[config.mk]
export PLATFORM = sky130hd
export DESIGN_NAME = instr_fetch
export DESIGN_NICKNAME = d
export VERILOG_FILES = /design/src/rtl/riscv_pkg.sv /design/src/rtl/fetch_queue.sv /design/src/rtl/instr_fetch.sv
export SDC_FILE = /design/constraint.sdc
export NUM_CORES = 1
export LEC_CHECK = 0
export CORE_ASPECT_RATIO = 1.4
export CORE_MARGIN = 3
export CORE_UTILIZATION = 54
export CTS_CLUSTER_SIZE = 20
export DETAILED_ROUTE_END_ITERATION = 16
export PLACE_DENSITY = 0.91
export SETUP_SLACK_MARGIN = 0.5
export SLEW_MARGIN = 20
export SYNTH_ARGS = -nofsm -noshare
export SYNTH_HDL_FRONTEND = slang
export SYNTH_SLANG_ARGS = --single-unit
[constraint.sdc]
create_clock -name clk -period 9.4 [get_ports clk]
set_input_delay 1.88 -clock clk [delete_from_list [all_inputs] [get_ports clk]]
set_output_delay 1.88 -clock clk [all_outputs]
set_load 0.05 [all_outputs]
[src/rtl/riscv_pkg.sv]
// Shared definitions for the instruction fetch slice.
// Contents:
//   XLEN           default address/instruction width
//   OPC_*          RV32 major opcode constants
//   *_LSB / *_W    bit positions of the opcode/funct3/funct7 fields
//   fetch_state_t  fetch FSM states (IDLE, REQ, WAIT, DROP)
package riscv_pkg;

    localparam int unsigned XLEN = 32;

    localparam logic [6:0] OPC_LOAD   = 7'h03;
    localparam logic [6:0] OPC_OP_IMM = 7'h13;
    localparam logic [6:0] OPC_AUIPC  = 7'h17;
    localparam logic [6:0] OPC_STORE  = 7'h23;
    localparam logic [6:0] OPC_OP     = 7'h33;
    localparam logic [6:0] OPC_LUI    = 7'h37;
    localparam logic [6:0] OPC_BRANCH = 7'h63;
    localparam logic [6:0] OPC_JALR   = 7'h67;
    localparam logic [6:0] OPC_JAL    = 7'h6F;

    localparam int unsigned OPCODE_LSB = 0;
    localparam int unsigned OPCODE_W   = 7;
    localparam int unsigned FUNCT3_LSB = 12;
    localparam int unsigned FUNCT3_W   = 3;
    localparam int unsigned FUNCT7_LSB = 25;
    localparam int unsigned FUNCT7_W   = 7;

    typedef enum logic [1:0] {
        IDLE,
        REQ,
        WAIT,
        DROP
    } fetch_state_t;

endpackage

[src/rtl/fetch_queue.sv]
// Small FIFO of {pc, instr} pairs between the fetch FSM and decode.
// Ports:
//   clk, reset            clock, synchronous active-high reset
//   flush                 empties the queue; overrides push/pop that cycle
//   push, push_pc/instr   write one entry
//   pop                   discard the head entry (ignored when empty)
//   count                 number of valid entries (0..QDEPTH)
//   head_valid/pc/instr   head entry; pc/instr read as 0 when empty
module fetch_queue #(
    parameter int unsigned XLEN   = 32,
    parameter int unsigned QDEPTH = 2
) (
    input  logic                       clk,
    input  logic                       reset,
    input  logic                       flush,
    input  logic                       push,
    input  logic [XLEN-1:0]            push_pc,
    input  logic [XLEN-1:0]            push_instr,
    input  logic                       pop,
    output logic [$clog2(QDEPTH):0]    count,
    output logic                       head_valid,
    output logic [XLEN-1:0]            head_pc,
    output logic [XLEN-1:0]            head_instr
);

    localparam int unsigned PW = $clog2(QDEPTH);
    localparam int unsigned CW = PW + 1;
    localparam logic [CW-1:0] QFULL = CW'(QDEPTH);

    logic [XLEN-1:0] pc_mem    [QDEPTH];
    logic [XLEN-1:0] instr_mem [QDEPTH];
    logic [PW-1:0]   wr_ptr;
    logic [PW-1:0]   rd_ptr;
    logic            pop_eff;
    logic            push_eff;

    // A push into a full queue is only accepted when the head leaves the
    // same cycle, so count can never exceed QDEPTH.
    always_comb begin
        pop_eff  = pop && (count != '0);
        push_eff = push && ((count != QFULL) || pop_eff);
    end

    always_ff @(posedge clk) begin
        if (reset || flush) begin
            wr_ptr <= '0;
            rd_ptr <= '0;
            count  <= '0;
        end else begin
            if (push_eff) begin
                wr_ptr <= wr_ptr + PW'(1);
            end
            if (pop_eff) begin
                rd_ptr <= rd_ptr + PW'(1);
            end
            count <= count + CW'(push_eff) - CW'(pop_eff);
        end
    end

    // Storage needs no reset: entries are only visible through count.
    always_ff @(posedge clk) begin
        if (!reset && !flush && push_eff) begin
            pc_mem[wr_ptr]    <= push_pc;
            instr_mem[wr_ptr] <= push_instr;
        end
    end

    always_comb begin
        head_valid = (count != '0);
        head_pc    = head_valid ? pc_mem[rd_ptr]    : '0;
        head_instr = head_valid ? instr_mem[rd_ptr] : '0;
    end

endmodule

[src/rtl/instr_fetch.sv]
// Fetch stage: owns the PC, issues single-outstanding word reads to
// instruction memory, buffers returned words and presents the head
// instruction with its decoded fields to decode.
// Ports:
//   clk, reset                   clock, synchronous active-high reset
//   imem_req/addr/ready          read request handshake (one outstanding)
//   imem_rvalid/rdata            read response, one per accepted request
//   redirect_valid/pc            restart fetch at redirect_pc (bits [1:0] ignored)
//   dec_valid/ready              head instruction handshake to decode
//   dec_pc/instr                 head instruction and its PC (0 when empty)
//   opcode/funct3/funct7         fields of dec_instr
module instr_fetch #(
    parameter int unsigned     XLEN     = 32,
    parameter logic [XLEN-1:0] RESET_PC = '0,
    parameter int unsigned     QDEPTH   = 2
) (
    input  logic            clk,
    input  logic            reset,
    output logic            imem_req,
    output logic [XLEN-1:0] imem_addr,
    input  logic            imem_ready,
    input  logic            imem_rvalid,
    input  logic [XLEN-1:0] imem_rdata,
    input  logic            redirect_valid,
    input  logic [XLEN-1:0] redirect_pc,
    output logic            dec_valid,
    input  logic            dec_ready,
    output logic [XLEN-1:0] dec_pc,
    output logic [XLEN-1:0] dec_instr,
    output logic [6:0]      opcode,
    output logic [2:0]      funct3,
    output logic [6:0]      funct7
);

    import riscv_pkg::*;

    localparam int unsigned     CW         = $clog2(QDEPTH) + 1;
    localparam logic [CW-1:0]   QFULL      = CW'(QDEPTH);
    localparam logic [XLEN-1:0] PC_STEP    = XLEN'(4);
    localparam logic [XLEN-1:0] ALIGN_MASK = ~XLEN'(3);

    fetch_state_t    state;
    fetch_state_t    state_next;
    logic [XLEN-1:0] pc;
    logic [XLEN-1:0] pc_next;
    logic [XLEN-1:0] req_pc;
    logic [XLEN-1:0] redirect_target;
    logic [CW-1:0]   count;
    logic [CW-1:0]   count_after;
    logic            push;
    logic            pop;

    assign redirect_target = redirect_pc & ALIGN_MASK;
    assign imem_addr       = pc;

    // State register, PC and the PC of the request in flight.
    always_ff @(posedge clk) begin
        if (reset) begin
            state  <= IDLE;
            pc     <= RESET_PC & ALIGN_MASK;
            req_pc <= '0;
        end else begin
            state <= state_next;
            pc    <= pc_next;
            if (imem_req && imem_ready) begin
                req_pc <= pc;
            end
        end
    end

    // Next state and next PC. A redirect always wins over the sequential
    // increment; once a request has been accepted its response must still
    // be absorbed (DROP) before a new request may be issued.
    always_comb begin
        state_next  = state;
        pc_next     = pc;
        count_after = count + CW'(push) - CW'(pop);
        unique case (state)
            IDLE: begin
                if (redirect_valid) begin
                    pc_next = redirect_target;
                end else if (count < QFULL) begin
                    state_next = REQ;
                end
            end
            REQ: begin
                if (redirect_valid) begin
                    pc_next = redirect_target;
                    if (imem_ready) begin
                        state_next = DROP;
                    end
                end else if (imem_ready) begin
                    pc_next    = pc + PC_STEP;
                    state_next = WAIT;
                end
            end
            WAIT: begin
                if (redirect_valid) begin
                    pc_next    = redirect_target;
                    state_next = imem_rvalid ? REQ : DROP;
                end else if (imem_rvalid) begin
                    state_next = (count_after < QFULL) ? REQ : IDLE;
                end
            end
            DROP: begin
                if (redirect_valid) begin
                    pc_next = redirect_target;
                end
                // The stale response retires the outstanding request even
                // if a further redirect arrives in the same cycle.
                if (imem_rvalid) begin
                    state_next = REQ;
                end
            end
            default: state_next = IDLE;
        endcase
    end

    // Outputs and queue controls; a redirect suppresses push and pop.
    always_comb begin
        imem_req = (state == REQ);
        push     = (state == WAIT) && imem_rvalid && !redirect_valid;
        pop      = dec_valid && dec_ready && !redirect_valid;
    end

    fetch_queue #(
        .XLEN   (XLEN),
        .QDEPTH (QDEPTH)
    ) u_queue (
        .clk        (clk),
        .reset      (reset),
        .flush      (redirect_valid),
        .push       (push),
        .push_pc    (req_pc),
        .push_instr (imem_rdata),
        .pop        (pop),
        .count      (count),
        .head_valid (dec_valid),
        .head_pc    (dec_pc),
        .head_instr (dec_instr)
    );

    assign opcode = dec_instr[OPCODE_LSB +: OPCODE_W];
    assign funct3 = dec_instr[FUNCT3_LSB +: FUNCT3_W];
    assign funct7 = dec_instr[FUNCT7_LSB +: FUNCT7_W];

endmodule

==> impl.org <==
** Worst setup path
- Worst-case register-to-register setup slack :: just under 7 ns
- The worst setup path is captured at a primary output.
- Setup Crit Path Kind :: register to primary output
- Startpoint kind of the worst setup timing path :: register
- Required time of the critical path :: 7.52 ns
- Largest fanout on the critical path :: 62
- Startpoint of the worst register-to-register path :: state[1]
- Endpoint of the most critical register-to-register path :: imem_addr[28]
- R2R cell count :: 6
- WP data arrival :: 2.77 ns

** Yosys
- Among all flip-flop cells after synthesis, the most frequent one is sky130_fd_sc_hd__edfxtp_1.
- Leading post-synthesis cells by instance count :: sky130_fd_sc_hd__edfxtp_1 (124), sky130_fd_sc_hd__nor2_1 (90), sky130_fd_sc_hd__nand2_1 (85)
- Post-Syn Area per Cell :: between 10 and 15 sq um
- Sequential share of the synthesized area :: 0.623
- Netlist area before placement :: 8130 sq um
- Synth area leader :: sky130_fd_sc_hd__edfxtp_1
- Synthesized instance count :: about 710
- By instance count, the leading cell after synthesis is sky130_fd_sc_hd__edfxtp_1.
- Counting flops with a built-in enable in the synthesized netlist gives roughly 120.
- Of the post-synthesis cell area, the dominant cell type holds 0.458.
- For this run, the number of Yosys warnings is 0.
- Counting flops with an async set or reset pin after synthesis yields a share of 0.
- Counting distinct cell types in the post-synthesis netlist gives 51.
- The synthesized design contains between 150 and 200 register bits.
- Cell types occupying the most area after synthesis :: sky130_fd_sc_hd__edfxtp_1 (46%), sky130_fd_sc_hd__dfxtp_1 (16%), sky130_fd_sc_hd__mux2i_1 (7.6%)

** Route
- Via count :: 6046
- Once detail routing completed, the nets flagged for antenna violations numbered 0.
- Average routed wire per standard cell :: 17.8 um
- The pre-antenna-repair detailed-routing pass consisted of 5 iterations.
- In this run, the number of DRC markers left after iteration 0 of detailed routing was roughly 340.
- In the routed design, unresolved DRC markers number 0.
- Summed over all layers, the routed wires come to 18.8 mm.
- Average via count per standard cell :: about 5.7

** STA
- Slew at the pin with the worst max-slew slack :: 1.04 ns
- The final count of hold timing violations came to 0.
- Setup violations remaining at the end of the flow were counted as 0.
- Number of pins with negative max-slew slack in the final report :: 0
- Static timing analysis puts the maximum clock frequency at 0.215 GHz.
- Worst slew slack as a fraction of its limit :: 0.309
- Fraction of the cycle the final worst path needs :: 0.495
- For the final database, setup skew stands at about 0.013 ns.
- Unrepaired setup endpoints after global routing :: no
- For the finished layout, the period the worst path requires is 4.65 ns.
- Aggregate negative setup slack :: 0 ns

** Finish
- The filler cells instantiated in the layout total 1043.
- In the final layout, the share of cells above drive strength 1 is 0.0577.
- Summing all multi-input logic gate instances after layout gives roughly 2700 sq um.
- NumNets Final :: 931
- Fraction of the core area covered by cells at the end of the flow :: 0.720
- Register area :: about 5000 sq um
- The repair_antennas step left the layout with diodes totalling 0.
- Layout area overhead :: 29.1%
- Post-route cell area :: 10500 sq um

** Floorplan
- The floorplan step defined a core boundary enclosing 14600 sq um.
- Measured along the y axis, the die boundary spans 151 um.
- The die covers ~17000 sq um.
- Row generation in the floorplan step produced between 50 and 60 rows.
- For this configuration, the core starts out at a cell density of 0.558.
- The floorplan step set the die width to 110 um.
- I/O pin total :: 185

** Clock tree
- Clock transition at path regs :: 0.07 ns
- Clock network latency to the later pin of the worst-skew pair :: 0.42 ns
- Buffer count from post-CTS setup fixing :: 0
- The cell sitting at the root of the clock tree is a sky130_fd_sc_hd__clkbuf_16.
- The longest clock path from root to sink contains 2 buffers.
- For this design, the sink count on the clock tree is 191.
- Buffers inserted during clock tree synthesis total 17.
- The number of gates resized after CTS was 0.
- TritonCTS built the clock tree.
- Hold Buf Count CTS :: 0
- The H-tree was split into 4 levels.

** Hold path
- Endpoint of the worst hold path :: u_queue.pc_mem[0][5]
- Min-Delay Startpoint :: req_pc[5]
- The tightest min-delay check is of the register to register type.
- The worst hold path was traced through 0 stages.

** Power and ir drop
- Sequential share of power :: 0.518
- The analysis attributes to cell leakage a power of 3.39 nW.
- Maximum ir drop on the vdd rail :: 0.122 mV
- Summed over all nets, the switching power comes to 0.466 mW.
- The internal power of the cells totals 1.34 mW.
- Clock group share of total power :: 0.385
- Of the total power, the share spent switching nets is 0.258.
- Power density normalized to cell area :: 172 nW/um^2
- Combinational share of power :: 0.097

** Status
- Outcome :: finished, final reports clean

** Placed design
- The HPWL after detailed placement is 12.7 mm.
- Gpl congestion :: 0.948
- Port buffering added 178 buffers.
- Dpl cell area :: ~9900 sq um

** Flow run
- Max Cap Violations :: 0

** Global routing
- Aggregate global routing overflow :: 0
- For this run, the total global-route usage over all layers was measured as 0.226.
- The via count of the first global-routing pass is approximately 5700.
- Largest net degree at the start of global routing :: 65
- First-pass GRT wire length :: approximately 29 mm
- Number of antenna violations at the first check in global routing :: 0
-- worst max-delay path: stages (launching register included) --
cell	delay, ns
sky130_fd_sc_hd__dfxtp_4	0.33
sky130_fd_sc_hd__buf_4	0.78
sky130_fd_sc_hd__mux2i_1	0.18
sky130_fd_sc_hd__nor2_1	0.18
sky130_fd_sc_hd__clkdlybuf4s50_1	0.85
-- area by class of cell --
class,count,area share
sequential,191,0.483
multi-input combinational,442,0.258
tap,189,0.0225
timing repair buffer,187,0.176
clock inverter,14,0.0137
clock buffer,18,0.0418
inverter,14,0.00501
-- worst max path at each step --
stage,endpoint,cells past startpoint
2_1_floorplan,u_queue.instr_mem[0][0],5
6_report,dec_instr[1],4
3_3_place_gp,u_queue.instr_mem[0][0],7
4_1_cts,dec_instr[1],4
5_1_grt,dec_instr[25],4
3_5_place_dp,u_queue.instr_mem[1][0],6
-- placed cells by master (no fill, tap or decap), types with 9 or more instances in the layout --
cell type | synthesis | final
sky130_fd_sc_hd__a211oi_1 | 9 | 9
sky130_fd_sc_hd__a21oi_1 | 38 | 38
sky130_fd_sc_hd__a311oi_1 | 13 | 13
sky130_fd_sc_hd__buf_4 | 21 | 9
sky130_fd_sc_hd__clkbuf_16 | 0 | 17
sky130_fd_sc_hd__clkdlybuf4s50_1 | 0 | 177
sky130_fd_sc_hd__dfxtp_1 | 67 | 66
sky130_fd_sc_hd__edfxtp_1 | 124 | 124
sky130_fd_sc_hd__inv_1 | 14 | 14
sky130_fd_sc_hd__mux2i_1 | 62 | 62
sky130_fd_sc_hd__nand2_1 | 85 | 85
sky130_fd_sc_hd__nand4_1 | 10 | 10
sky130_fd_sc_hd__nor2_1 | 90 | 88
sky130_fd_sc_hd__nor3_1 | 14 | 14
sky130_fd_sc_hd__nor4_1 | 12 | 12
sky130_fd_sc_hd__o21ai_0 | 10 | 10
sky130_fd_sc_hd__or4_1 | 9 | 9
sky130_fd_sc_hd__xnor2_1 | 10 | 10
-- routing by layer --
layer	wire [um]	up-vias	GRT usage
met5	0	-	0
met4	629	0	0.103
met3	1300	50	0.0367
met2	9910	310	0.395
met1	6940	2834	0.271
li1	-	2852	-
-- cells by family (layout without fill, tap and decap cells) --
family,Yosys count,in the layout,synth area share
adder cells (fa/ha/maj),8,8,0.0123
other,1,4,0.000461
buffers and inverters,79,233,0.0468
AO/OA/AOI/OAI,99,99,0.0822
flip-flops,191,191,0.623
AND/OR/NAND/NOR,256,256,0.145
XOR/XNOR,13,13,0.0140
multiplexers,62,62,0.0763
-- metrics by stage --
stage | std cells | power, mW | worst slack, ns | hold WS (ns)
3_5_place_dp | 1023 | 1.13 | 5.12 | 0.437
3_3_place_gp | 1023 | 1.12 | 5.16 | 0.432
5_1_grt | 1055 | 1.87 | 4.59 | 0.470
2_1_floorplan | 712 | 1.05 | 3.85 | 0.425
6_report | 1055 | 1.80 | 4.75 | 0.456
4_1_cts | 1055 | 1.81 | 4.67 | 0.453
-- power by group through the flow --
| stage | clock (mW) | combinational (mW) | sequential (mW) |
|---|---|---|---|
| floorplan | 0 | 0.0789 | 0.974 |
| global route | 0.746 | 0.188 | 0.936 |
| CTS | 0.706 | 0.175 | 0.933 |
| finish | 0.694 | 0.176 | 0.934 |
| global placement | 0 | 0.169 | 0.950 |
| detailed placement | 0 | 0.173 | 0.952 |
-- registers in the layout, summed over array words and instances, names as in the netlist, named ones only --
register / flops
req_pc: 30
state: 2
u_queue.count: 2
u_queue.pc_mem: 60
u_queue.instr_mem: 64
u_queue.wr_ptr: 1
u_queue.rd_ptr: 1
imem_addr: 30
(Power assumes the default switching activity.)
==> patch (same settings) <==
Re-encode `fetch_state_t` (4 states) as one-hot, 4 bits wide.
--- a/src/rtl/riscv_pkg.sv
+++ b/src/rtl/riscv_pkg.sv
@@ -25,11 +25,11 @@
     localparam int unsigned FUNCT7_LSB = 25;
     localparam int unsigned FUNCT7_W   = 7;
 
-    typedef enum logic [1:0] {
-        IDLE,
-        REQ,
-        WAIT,
-        DROP
+    typedef enum logic [3:0] {
+        IDLE = 4'b0001,
+        REQ  = 4'b0010,
+        WAIT = 4'b0100,
+        DROP = 4'b1000
     } fetch_state_t;
 
 endpackage
Behaviour: no difference found for any inputs over 4 cycles, from zero or initial values and one cycle with reset high; so few cycles prove little.
==> patch against the original RTL <==
  * Sequential cell count increased by 2
  * Final area increased by 2.7%
  * Core utilization decreased by 1.0 points
  * First-iteration DRC count increased by 0.87%
  * Worst setup slack got worse by 0.037 ns
  * Final cell count increased by 4.9%
  * Sequential share of layout area decreased by 0.89 points
  * Routed wire length increased by 1.1%
  * Register-to-register slack got worse by 0.42 ns
  * Area after synthesis increased by 4.0%
  * Highest routed layer unchanged
Power is not compared: it rests on default switching activity, and its combinational part moved more than twofold at a synthesized area within 25%.
==> patch: results (changes against the original RTL) <==
The sink of the worst hold path was u_queue.pc_mem[1][14]$_DFFE_PP_ (was u_queue.pc_mem[0][5]$_DFFE_PP_). The tools report the worst reg2reg path endpoint as u_queue.instr_mem[1][20]$_DFFE_PP_ (was imem_addr[28]$_SDFFE_PP0P_). VDD sags by at most 0.159 mV. Start point of the worst hold path: req_pc[14]$_SDFFE_PP0P_ (was req_pc[5]$_SDFFE_PP0P_). For the first-pass GRT wire length, the log shows 30.9 mm (was 29.0 mm). The maximum fanout along the worst path is 62 (unchanged).

For the final core utilization, the log shows 71.0% (was 72.0%). The count of H-tree levels built during CTS was 4 (unchanged). The average size of a mapped cell works out to 11.0 um2 (was 11.5 um2). The launching point of the worst reg2reg path is state[2]$_SDFFE_PP0P_ (was state[1]$_SDFFE_PP0P_). The fraction of final layout cells with drive strength greater than 1 works out to 6.34% (was 5.77%).

The share of synthesized area occupied by flip-flops and latches is 60.3% (was 62.3%). The flow ran to the end, and the final reports show no timing, DRC or antenna violations. The maximum clock skew at final layout was 0.0162 ns (was 0.0129 ns). Leading post-synthesis cells by cell area: sky130_fd_sc_hd__edfxtp_1 44%, sky130_fd_sc_hd__dfxtp_1 16%, sky130_fd_sc_hd__mux2i_1 7.8% (was sky130_fd_sc_hd__edfxtp_1 46%, sky130_fd_sc_hd__dfxtp_1 16%, sky130_fd_sc_hd__mux2i_1 7.6%). The depth of the worst register-to-register path was 5 (was 6). The via total after detailed routing was 6339 (was 6046). Violation count after the first detailed-route iteration: 346 (was 343).

Most used standard cells in the synthesized netlist: 124 x sky130_fd_sc_hd__edfxtp_1, 97 x sky130_fd_sc_hd__nand2_1, 87 x sky130_fd_sc_hd__nor2_1 (was 124 x sky130_fd_sc_hd__edfxtp_1, 90 x sky130_fd_sc_hd__nor2_1, 85 x sky130_fd_sc_hd__nand2_1). The number of search-and-repair iterations in the first detailed-routing pass is 5 (unchanged), and the placed instance area is 10200 um2 (was 9920 um2). For the reg2reg setup slack, the log shows 6.48 ns (was 6.90 ns). The tools report the number of global-route vias before repair as 6209 (was 5736). Destination of the critical timing path: funct7[5] (was dec_instr[1]). The endpoint arrival time on the critical path came out at 2.81 ns (was 2.77 ns).

The total number of nets in the final design was 976 (was 931); the estimated wirelength of the detail-placed design was 12.7 mm (about the same).
## patch: power by group
| part | internal [W] | switching, W |
|---|---|---|
| Combinational | 0.000178 | 0.000307 |
| Sequential | 0.000939 | 0.0000844 |
| Clock | 0.000357 | 0.000340 |
## patch: metrics by stage
stage                     setup slack, ns  hold WS, ns  instances  power, W
final                                4.71        0.461       1107   0.00220
after global routing                 4.58        0.472       1107   0.00230
after CTS                            4.69        0.457       1107   0.00222
after detailed placement             4.87        0.439       1075   0.00152
after global placement               4.92        0.430       1075   0.00151
after floorplan                      2.28        0.425        770   0.00136
## patch: logic make-up (layout without fill, tap and decap cells)
| logic type | Yosys count | in the layout | synth area share [%] |
|---|---|---|---|
| AOI/OAI and AO/OA | 136 | 136 | 10.2 |
| xor gates and xnor gates | 6 | 6 | 0.621 |
| adders and majority gates | 4 | 4 | 0.592 |
| buffers and inverters | 84 | 229 | 4.87 |
| DFF | 193 | 193 | 60.3 |
| muxes | 67 | 67 | 7.94 |
| other | 1 | 4 | 0.0443 |
| and+or+nand+nor | 276 | 276 | 15.4 |
## patch: layout make-up
cell class | instances | area share [%]
Timing Repair Buffer | 185 | 17.0
Tap cell | 192 | 2.23
Multi-Input combinational cell | 493 | 27.6
Clock buffer | 17 | 3.95
Sequential cell | 193 | 47.4
Inverter | 12 | 0.418
Clock inverter | 15 | 1.45
## patch: worst max-delay path, cell delays in order, from the launching register on
cell and delay, ns:
sky130_fd_sc_hd__dfxtp_4 1.07, sky130_fd_sc_hd__mux2i_1 0.20, sky130_fd_sc_hd__nor2_1 0.21, sky130_fd_sc_hd__clkdlybuf4s50_1 0.86
## patch: metal layers
metal	GRT usage, %	wire length [um]	up-vias
li1	-	-	3011
met1	27.5	7650	2967
met2	38.0	9640	308
met3	3.15	1160	53
met4	9.91	537	0
met5	0	0	-
